==> src/rtl/wta_scheduler.sv <==
// Winner-take-all scheduler for six neuron potentials.
// A collection window gathers potentials, one compare cycle picks the
// largest (lowest index on ties), and the winner is offered downstream with
// a valid/ready handshake, followed by a refractory hold-off period.
module wta_scheduler #(
  parameter int p_width  = 19,
  parameter int p_window = 16,
  parameter int p_refr   = 8
) (
  input  logic                  i_clk,
  input  logic                  i_rst_n,
  input  logic                  i_start,
  input  logic [5:0]            i_valid,
  input  logic [6*p_width-1:0]  i_pot,
  input  logic [p_width-1:0]    i_thresh,
  input  logic                  i_win_ready,
  output logic                  o_win_valid,
  output logic [5:0]            o_win_index,
  output logic [p_width-1:0]    o_win_value,
  output logic                  o_no_winner,
  output logic                  o_busy
);

  localparam int WW = (p_window > 1) ? $clog2(p_window) : 1;
  localparam int RW = (p_refr > 1) ? $clog2(p_refr) : 1;
  localparam logic [WW-1:0] L_WIN_LOAD  = WW'(p_window - 1);
  localparam logic [RW-1:0] L_REFR_LOAD = RW'((p_refr > 0) ? (p_refr - 1) : 0);

  typedef enum logic [2:0] {
    S_IDLE,
    S_COLLECT,
    S_COMPARE,
    S_ISSUE,
    S_REFRACT
  } state_t;

  state_t               r_state;
  logic [p_width-1:0]   r_pot [6];
  logic [5:0]           r_seen;
  logic [WW-1:0]        r_win_cnt;
  logic [RW-1:0]        r_ref_cnt;
  logic                 r_win_valid;
  logic [5:0]           r_win_index;
  logic [p_width-1:0]   r_win_value;
  logic                 r_no_winner;

  logic [5:0]           w_seen_nxt;
  logic [p_width-1:0]   w_max01, w_max23, w_max45, w_max03, w_max;
  logic [5:0]           w_idx01, w_idx23, w_idx45, w_idx03, w_idx;
  logic                 w_no_win;

  assign w_seen_nxt = r_seen | i_valid;

  // Pairwise max tree; the left operand wins on equality so the lowest index wins ties.
  always_comb begin
    w_max01 = r_pot[0];
    w_idx01 = 6'b000001;
    if (r_pot[1] > r_pot[0]) begin
      w_max01 = r_pot[1];
      w_idx01 = 6'b000010;
    end
    w_max23 = r_pot[2];
    w_idx23 = 6'b000100;
    if (r_pot[3] > r_pot[2]) begin
      w_max23 = r_pot[3];
      w_idx23 = 6'b001000;
    end
    w_max45 = r_pot[4];
    w_idx45 = 6'b010000;
    if (r_pot[5] > r_pot[4]) begin
      w_max45 = r_pot[5];
      w_idx45 = 6'b100000;
    end
    w_max03 = w_max01;
    w_idx03 = w_idx01;
    if (w_max23 > w_max01) begin
      w_max03 = w_max23;
      w_idx03 = w_idx23;
    end
    w_max = w_max03;
    w_idx = w_idx03;
    if (w_max45 > w_max03) begin
      w_max = w_max45;
      w_idx = w_idx45;
    end
  end

  // An all-zero field never wins, even against a zero threshold.
  assign w_no_win = (w_max == '0) || (w_max < i_thresh);

  // Scheduler FSM with registered winner/no-winner outputs.
  always_ff @(posedge i_clk or negedge i_rst_n) begin
    if (!i_rst_n) begin
      r_state     <= S_IDLE;
      for (int k = 0; k < 6; k++) r_pot[k] <= '0;
      r_seen      <= '0;
      r_win_cnt   <= '0;
      r_ref_cnt   <= '0;
      r_win_valid <= 1'b0;
      r_win_index <= '0;
      r_win_value <= '0;
      r_no_winner <= 1'b0;
    end else begin
      r_no_winner <= 1'b0;
      case (r_state)
        S_IDLE: begin
          if (i_start) begin
            for (int k = 0; k < 6; k++) r_pot[k] <= '0;
            r_seen    <= '0;
            r_win_cnt <= L_WIN_LOAD;
            r_state   <= S_COLLECT;
          end
        end
        S_COLLECT: begin
          for (int k = 0; k < 6; k++) begin
            if (i_valid[k]) r_pot[k] <= i_pot[k*p_width +: p_width];
          end
          r_seen <= w_seen_nxt;
          if ((&w_seen_nxt) || (r_win_cnt == '0)) begin
            r_state <= S_COMPARE;
          end else begin
            r_win_cnt <= r_win_cnt - WW'(1);
          end
        end
        S_COMPARE: begin
          if (w_no_win) begin
            r_no_winner <= 1'b1;
            r_state     <= S_IDLE;
          end else begin
            r_win_valid <= 1'b1;
            r_win_index <= w_idx;
            r_win_value <= w_max;
            r_state     <= S_ISSUE;
          end
        end
        S_ISSUE: begin
          if (i_win_ready) begin
            r_win_valid <= 1'b0;
            r_win_index <= '0;
            r_win_value <= '0;
            if (p_refr == 0) begin
              r_state <= S_IDLE;
            end else begin
              r_ref_cnt <= L_REFR_LOAD;
              r_state   <= S_REFRACT;
            end
          end
        end
        S_REFRACT: begin
          if (r_ref_cnt == '0) begin
            r_state <= S_IDLE;
          end else begin
            r_ref_cnt <= r_ref_cnt - RW'(1);
          end
        end
        default: r_state <= S_IDLE;
      endcase
    end
  end

  assign o_win_valid = r_win_valid;
  assign o_win_index = r_win_index;
  assign o_win_value = r_win_value;
  assign o_no_winner = r_no_winner;
  assign o_busy      = (r_state != S_IDLE);

endmodule

==> config.mk <==
export PLATFORM = sky130hd
export DESIGN_NAME = wta_scheduler
export DESIGN_NICKNAME = d
export VERILOG_FILES = /design/src/rtl/wta_scheduler.sv
export SDC_FILE = /design/constraint.sdc
export NUM_CORES = 1
export LEC_CHECK = 0
export ABC_AREA = 1
export CAP_MARGIN = 20
export CORE_UTILIZATION = 55
export CTS_CLUSTER_SIZE = 40
export DETAILED_ROUTE_END_ITERATION = 8
export HOLD_SLACK_MARGIN = 0.12
export PLACE_DENSITY_LB_ADDON = 0.05
export SYNTH_ARGS = -nofsm -noshare
export SYNTH_HDL_FRONTEND = slang
export SYNTH_SLANG_ARGS = --single-unit
==> constraint.sdc <==
create_clock -name i_clk -period 10.3 [get_ports i_clk]
set_input_delay 2.06 -clock i_clk [delete_from_list [all_inputs] [get_ports i_clk]]
set_output_delay 2.06 -clock i_clk [all_outputs]
set_load 0.005 [all_outputs]
After elaboration in Yosys (flattened, before gate mapping):

Index checks and enable logic that the tools add are counted.

* register bits: 157
* bits in latches: 0
* bits in writable memories: 0
* bits in read-only memories: 0
* bits of input ports: 143
* output and inout port bits: 28
* word-level logic and storage cells: 105
* memories: 0

* add/subtract/negate cells: 2
* multiply operators: 0
* div/mod/pow operators: 0
* magnitude comparators: 6
* equality and inequality tests: 17
* shifts and indexed selects: 0
* multiplexer cells: 43
* bitwise operators: 1
* reduce and logical (&&, ||, !) cells: 22

Operator list (count)
* 19-bit two-way mux: 13
* 114-bit case mux with 2 select lines: 1
* 114-bit two-way mux: 1
* 19-bit > comparator: 5
* 19-bit case mux with 2 select lines: 1
* 6-bit two-way mux: 6
* 3-bit AND reduction: 9
* 2-bit != test, second input constant: 13
* 6-bit case mux with 2 select lines: 2
* 19-bit zero test: 1
* 19-bit less-than comparator: 1
* 3-bit two-way mux: 6
* 3-bit case mux with 5 select lines: 1
* 4-bit two-way mux: 3
* 4-bit case mux with 2 select lines: 1
* 3-bit by 2-bit equality test with 1-bit output, second input constant: 2
* 3-bit zero test: 2
* 6-bit bitwise OR: 1
* 3-bit case mux with 2 select lines: 1
* 6-bit AND reduction: 1
* 2-bit nonzero test: 3
* 4-bit zero test: 1
* 1-bit two-way mux: 4
* 2-bit two-way mux: 2
* 9 further kinds: 10

Longest topological paths before layout:

* depth in word-level cells: 10
* gate-level depth with buffers: 55
* mapped depth without buffers: 51

Worst setup path before layout:

No wires, ideal clock.

* path kind: register to register
* from: reg r_pot[65] in the netlist's numbering
* to: reg r_win_value[10], in the netlist o_win_value[10]
* library setup time: 117 ps
* data arrival time: 5812 ps
* required time: 10183 ps
* setup slack: 4371 ps
* stages on the path, launching flop included: 47
* path buffers: 5
* clock period less this slack: 5929 ps
* cells stage by stage: dfrtp_1 -> inv_1 -> ha_1 -> nand2_1 -> nor2_1 -> and2_4 -> nand3_4 -> nand3_4 -> buf_2 -> nand3_1 -> and2_1 -> ha_1 -> nand2_1 -> nor2_2 -> nand2_1 -> nor2_1 -> nand3_1 -> nand3_2 -> [11 not listed] -> nand3_1 -> nand2_2 -> clkbuf_1 -> nand3_1 -> nand2_1 -> inv_1 -> ha_1 -> a21oi_1 -> nor2_1 -> a211oi_1 -> o221ai_1 -> a21oi_1 -> nand2_1 -> and2_4 -> buf_6 -> buf_8 -> nand3_1 -> nand2_1

* word-level cells in the longest chain between the ends: 10
* elaborated cells between the ends (all ways): 13
* those cells by class: 4 x order compare; 1 x eq/ne; 5 x mux; 3 x reduce/logical

Ends and longest elaborated chain
* start: declaration: RTL line 38 `logic [p_width-1:0] r_pot [6];`
* start signal: indexed assignment: RTL line 116 `if (i_valid[k]) r_pot[k] <= i_pot[k*p_width +: p_width];`
* 19-bit > comparator: RTL line 64 `if (r_pot[3] > r_pot[2]) begin`
* 19-bit two-way mux *: RTL line 64
* 19-bit > comparator: RTL line 76 `if (w_max23 > w_max01) begin`
* 19-bit two-way mux *: RTL line 76
* 19-bit > comparator: RTL line 82 `if (w_max45 > w_max03) begin`
* 19-bit two-way mux *: RTL line 82
* 19-bit less-than comparator / 19-bit zero test (equally long branches): RTL line 89 `assign w_no_win = (w_max == '0) || (w_max < i_thresh);`
* 1-bit logical OR: RTL line 89
* 2-bit != test (no line)
* 3-bit AND reduction (no line)
* end signal: assignment: RTL line 132 `r_win_value <= w_max;`
* end: declaration: RTL line 44 `logic [p_width-1:0] r_win_value;`

Every way passes the cells marked *; elsewhere a longest branch is shown, timed or not. The select of a mux whose other input is x is not followed.
A chain may end at the register's enable or synchronous reset.

Final worst setup path:

* from: reg r_pot[75] in the netlist's numbering
* to: reg r_win_index[1], in the netlist o_win_index[1]

* word-level cells in the longest chain between the ends: 10
* elaborated cells between the ends (all ways): 15
* those cells by class: 4 x order compare; 1 x eq/ne; 7 x mux; 3 x reduce/logical

Ends and longest elaborated chain
* 19-bit > comparator: RTL line 64
* 19-bit two-way mux *: RTL line 64
* 19-bit > comparator: RTL line 76
* 19-bit two-way mux: RTL line 76
* 19-bit > comparator: RTL line 82
* 19-bit two-way mux: RTL line 82
* 19-bit less-than comparator / 19-bit zero test (equally long branches): RTL line 89
* 1-bit logical OR: RTL line 89
* 2-bit != test (no line)
* 3-bit AND reduction (no line)
* end signal: assignment: RTL line 131 `r_win_index <= w_idx;`
* end: declaration: RTL line 43 `logic [5:0] r_win_index;`

Marks and branches as above.

==> metrics.md <==
| Metric | Value |
|---|---|
| Reg clk slew, reported paths | `about 0.070 ns` |
| Vias per Instance | `5.62` |
| Routed wire length | `~33 mm` |
| GRT Overall Usage | `0.336` |
| Initial antenna violation count | `0` |
| CTS tree | `yes` |
| Max Cap Viol | `0` |
| Max frequency | `0.129 GHz` |
| Mapped Avg Cell Area | `approximately 7.6 um^2` |
| FF+latch count, synth | `about 160` |
| Mapped cell area | `~11000 um^2` |
| Total CTS buffers | `17` |
| Commonest cells after routing, fill and taps aside | `296 x nand2_1, 262 x nand3_1, 178 x inv_1` |
| Primary FF master, synth | `dfrtp_1` |
| Critical Path Sink Type | `flip-flop` |
| Largest net degree at the start of global routing | `about 120` |
| Initial core utilization | `0.564` |
| Syn nets | `roughly 1.7k` |
| Routed WL per cell | `between 15 and 20 um` |
| Cells after Synth | `~1.5k` |
| Clk root buf | `clkbuf_16` |
| Final setup violating endpoints | `0` |
| Period utilisation layout | `0.755` |
| Inst Count DP | `approximately 1.8k` |
| Worst Max-Slew Pin Slew | `approximately 1 ns` |
| Ant. Diodes | `0` |
| First-pass GRT wire length | `52.3 mm` |
| Crit Path Class | `flip-flop to flip-flop` |
| Register area share after synthesis | `0.356` |
| Vias in the first global route | `10.0k` |
| Setup bufs post-CTS | `0` |
| Cell mode on critical path | `nand2_1` |
| Rel. slew slack | `0.314` |
| Fin Hold WS | `a little under 0.5 ns` |
| Final Hold Viols | `0` |
| Site row count | `slightly above 50` |
| CTS Buffer Depth | `2` |
| Cells on worst reg2reg path | `43` |
| CP arrival | `8.16 ns` |
| Post-route non-filler standard cell count | `between 1.5k and 2k` |
| DP HPWL | `25.2 mm` |
| Status | `finished clean` |
| Yosys warns | `0` |
| DRC | `0` |
| Detail Route Antenna Nets | `0` |
| Num ports | `around 170` |
| Hold crit path type | `flip-flop to flip-flop` |
| DIE AREA | `between 20000 and 25000 um^2` |
| Worst-Skew Late Latency | `about 0.44 ns` |
| Overflow after GRT | `0` |
| Slew Viols, Final | `0` |
| RSZ-0062 raised after global routing | `no` |
| Largest fanout on the critical path | `29` |
| Fraction of registers with async set/reset | `1.00` |
| Die span in y | `about 140 um` |
| Crit path required time | `roughly 11 ns` |
| Iteration-0 DRC Markers | `around 700` |
| Routability cong. | `between 0.9 and 1` |
| Commonest non-fill, non-tap cell in the layout | `nand2_1` |
| Fraction of layout cells with a size suffix above 1 | `0.0681` |
| CTS H-tree lvls | `4` |
| Slowest Stage Delay on Critical Path | `~0.47 ns` |
| Startpoint Class | `flip-flop` |
| Post-synth cell types | `48` |
| DRT Pass-1 Iters | `7` |
| Core ar. | `slightly below 20000 um^2` |
| Number of buffers inserted by port buffering | `170` |
| Via count | `approximately 11k` |
| Period minus WS final | `7.78 ns` |
| Post-CTS Hold Buffers | `0` |
| Die Wd | `approximately 140 um` |
| TNS Setup | `0 ns` |
| Worst Clk Skew | `0.0132 ns` |
| Cts repair resizes | `0` |
| Post-synth EDFFs | `0` |
| P&R area growth vs syn | `22.3%` |
| Hold path depth | `2` |
| Critical Path Slowest Stage Cell | `nand3_2` |
| Final net count | `1861` |
| CTS sink cnt | `157` |
area by class of cell:
type                       count  area, um^2
clock inverter                14         169
sequential                   157        3930
clock buffer                  18         429
inverter                     182         688
multi-input combinational   1061        6110
timing repair buffer         183        1850
fill                        1697        6080
tap                          265         332
sequential cells by signal (all words and copies together) (netlist names), 3 cells and up:
signal	cells
o_win_index	6
o_win_value	19
r_pot	114
r_ref_cnt	3
r_seen	6
r_state	3
r_win_cnt	4
layer usage:
metal | vias to the layer above | part of all wire | global-route usage
li1 | 5135 | - | -
met1 | 4978 | 0.44 | 0.444
met2 | 372 | 0.46 | 0.544
met3 | 72 | 0.061 | 0.0523
met4 | 0 | 0.037 | 0.147
met5 | - | 0 | 0
synth_stat cells (4+ instances only):
library cell | instances | area (um^2)
nand2_1 | 296 | 1110
buf_6 | 7 | 78.8
nand2_2 | 16 | 100
o21ai_1 | 8 | 40.0
nor3_1 | 10 | 50.1
ha_1 | 116 | 1450
nand4_1 | 9 | 56.3
buf_4 | 4 | 30.0
nand2_4 | 6 | 67.6
inv_1 | 178 | 668
a21oi_1 | 53 | 265
clkbuf_1 | 36 | 135
nand3_1 | 262 | 1310
dfrtp_1 | 157 | 3930
buf_2 | 9 | 45.0
nor2_1 | 74 | 278
nand3_2 | 19 | 190
nor2_2 | 4 | 25.0
and2_1 | 20 | 125
and2_4 | 4 | 35.0
o21ai_0 | 130 | 651
per-stage QoR:
step / setup slack [ns] / util / area (um^2)
6_report: 2.52 / 0.689 / 13500
5_1_grt: 1.85 / 0.689 / 13500
4_1_cts: 2.65 / 0.687 / 13500
3_5_place_dp: 2.67 / 0.656 / 12900
3_3_place_gp: 2.76 / 0.654 / 12800
2_1_floorplan: 4.37 / - / 11000
kinds of logic (layout without fill, tap and decap cells):
family	after synthesis	after routing	synth area share
DFF	157	157	0.356
AOI/OAI and AO/OA	211	211	0.101
and+or+nand+nor	734	734	0.319
adders and majority gates	116	116	0.131
buffers and inverters	243	397	0.0927
worst max-delay path: cells and delay by family, from the launching register on:
family	cells	cell delay, ns
buffers and inverters	4	0.59
AO/OA/AOI/OAI	9	1.29
flip-flops	1	0.37
AND/OR/NAND/NOR	26	4.29
adder cells (fa/ha/maj)	4	1.17
path summary, 6_finish.rpt:
path | from | to | slack, ns
max | r_pot[75]$_DFFE_PN0P_ | o_win_index[1]$_DFFE_PN0P_ | 2.52
min | o_win_valid$_DFFE_PN0P_ | o_win_valid$_DFFE_PN0P_ | 0.48
max reg2reg | r_pot[75]$_DFFE_PN0P_ | o_win_index[1]$_DFFE_PN0P_ | 2.52
min reg2reg | o_win_valid$_DFFE_PN0P_ | o_win_valid$_DFFE_PN0P_ | 0.48
max in group asynchronous | i_rst_n | r_pot[82]$_DFFE_PN0P_ | 7.49
min in group asynchronous | i_rst_n | r_pot[25]$_DFFE_PN0P_ | 1.63
Power is left out: the tool's default activity adds up to more than one toggle a clock period on the data nets, which glitch-free logic cannot reach.
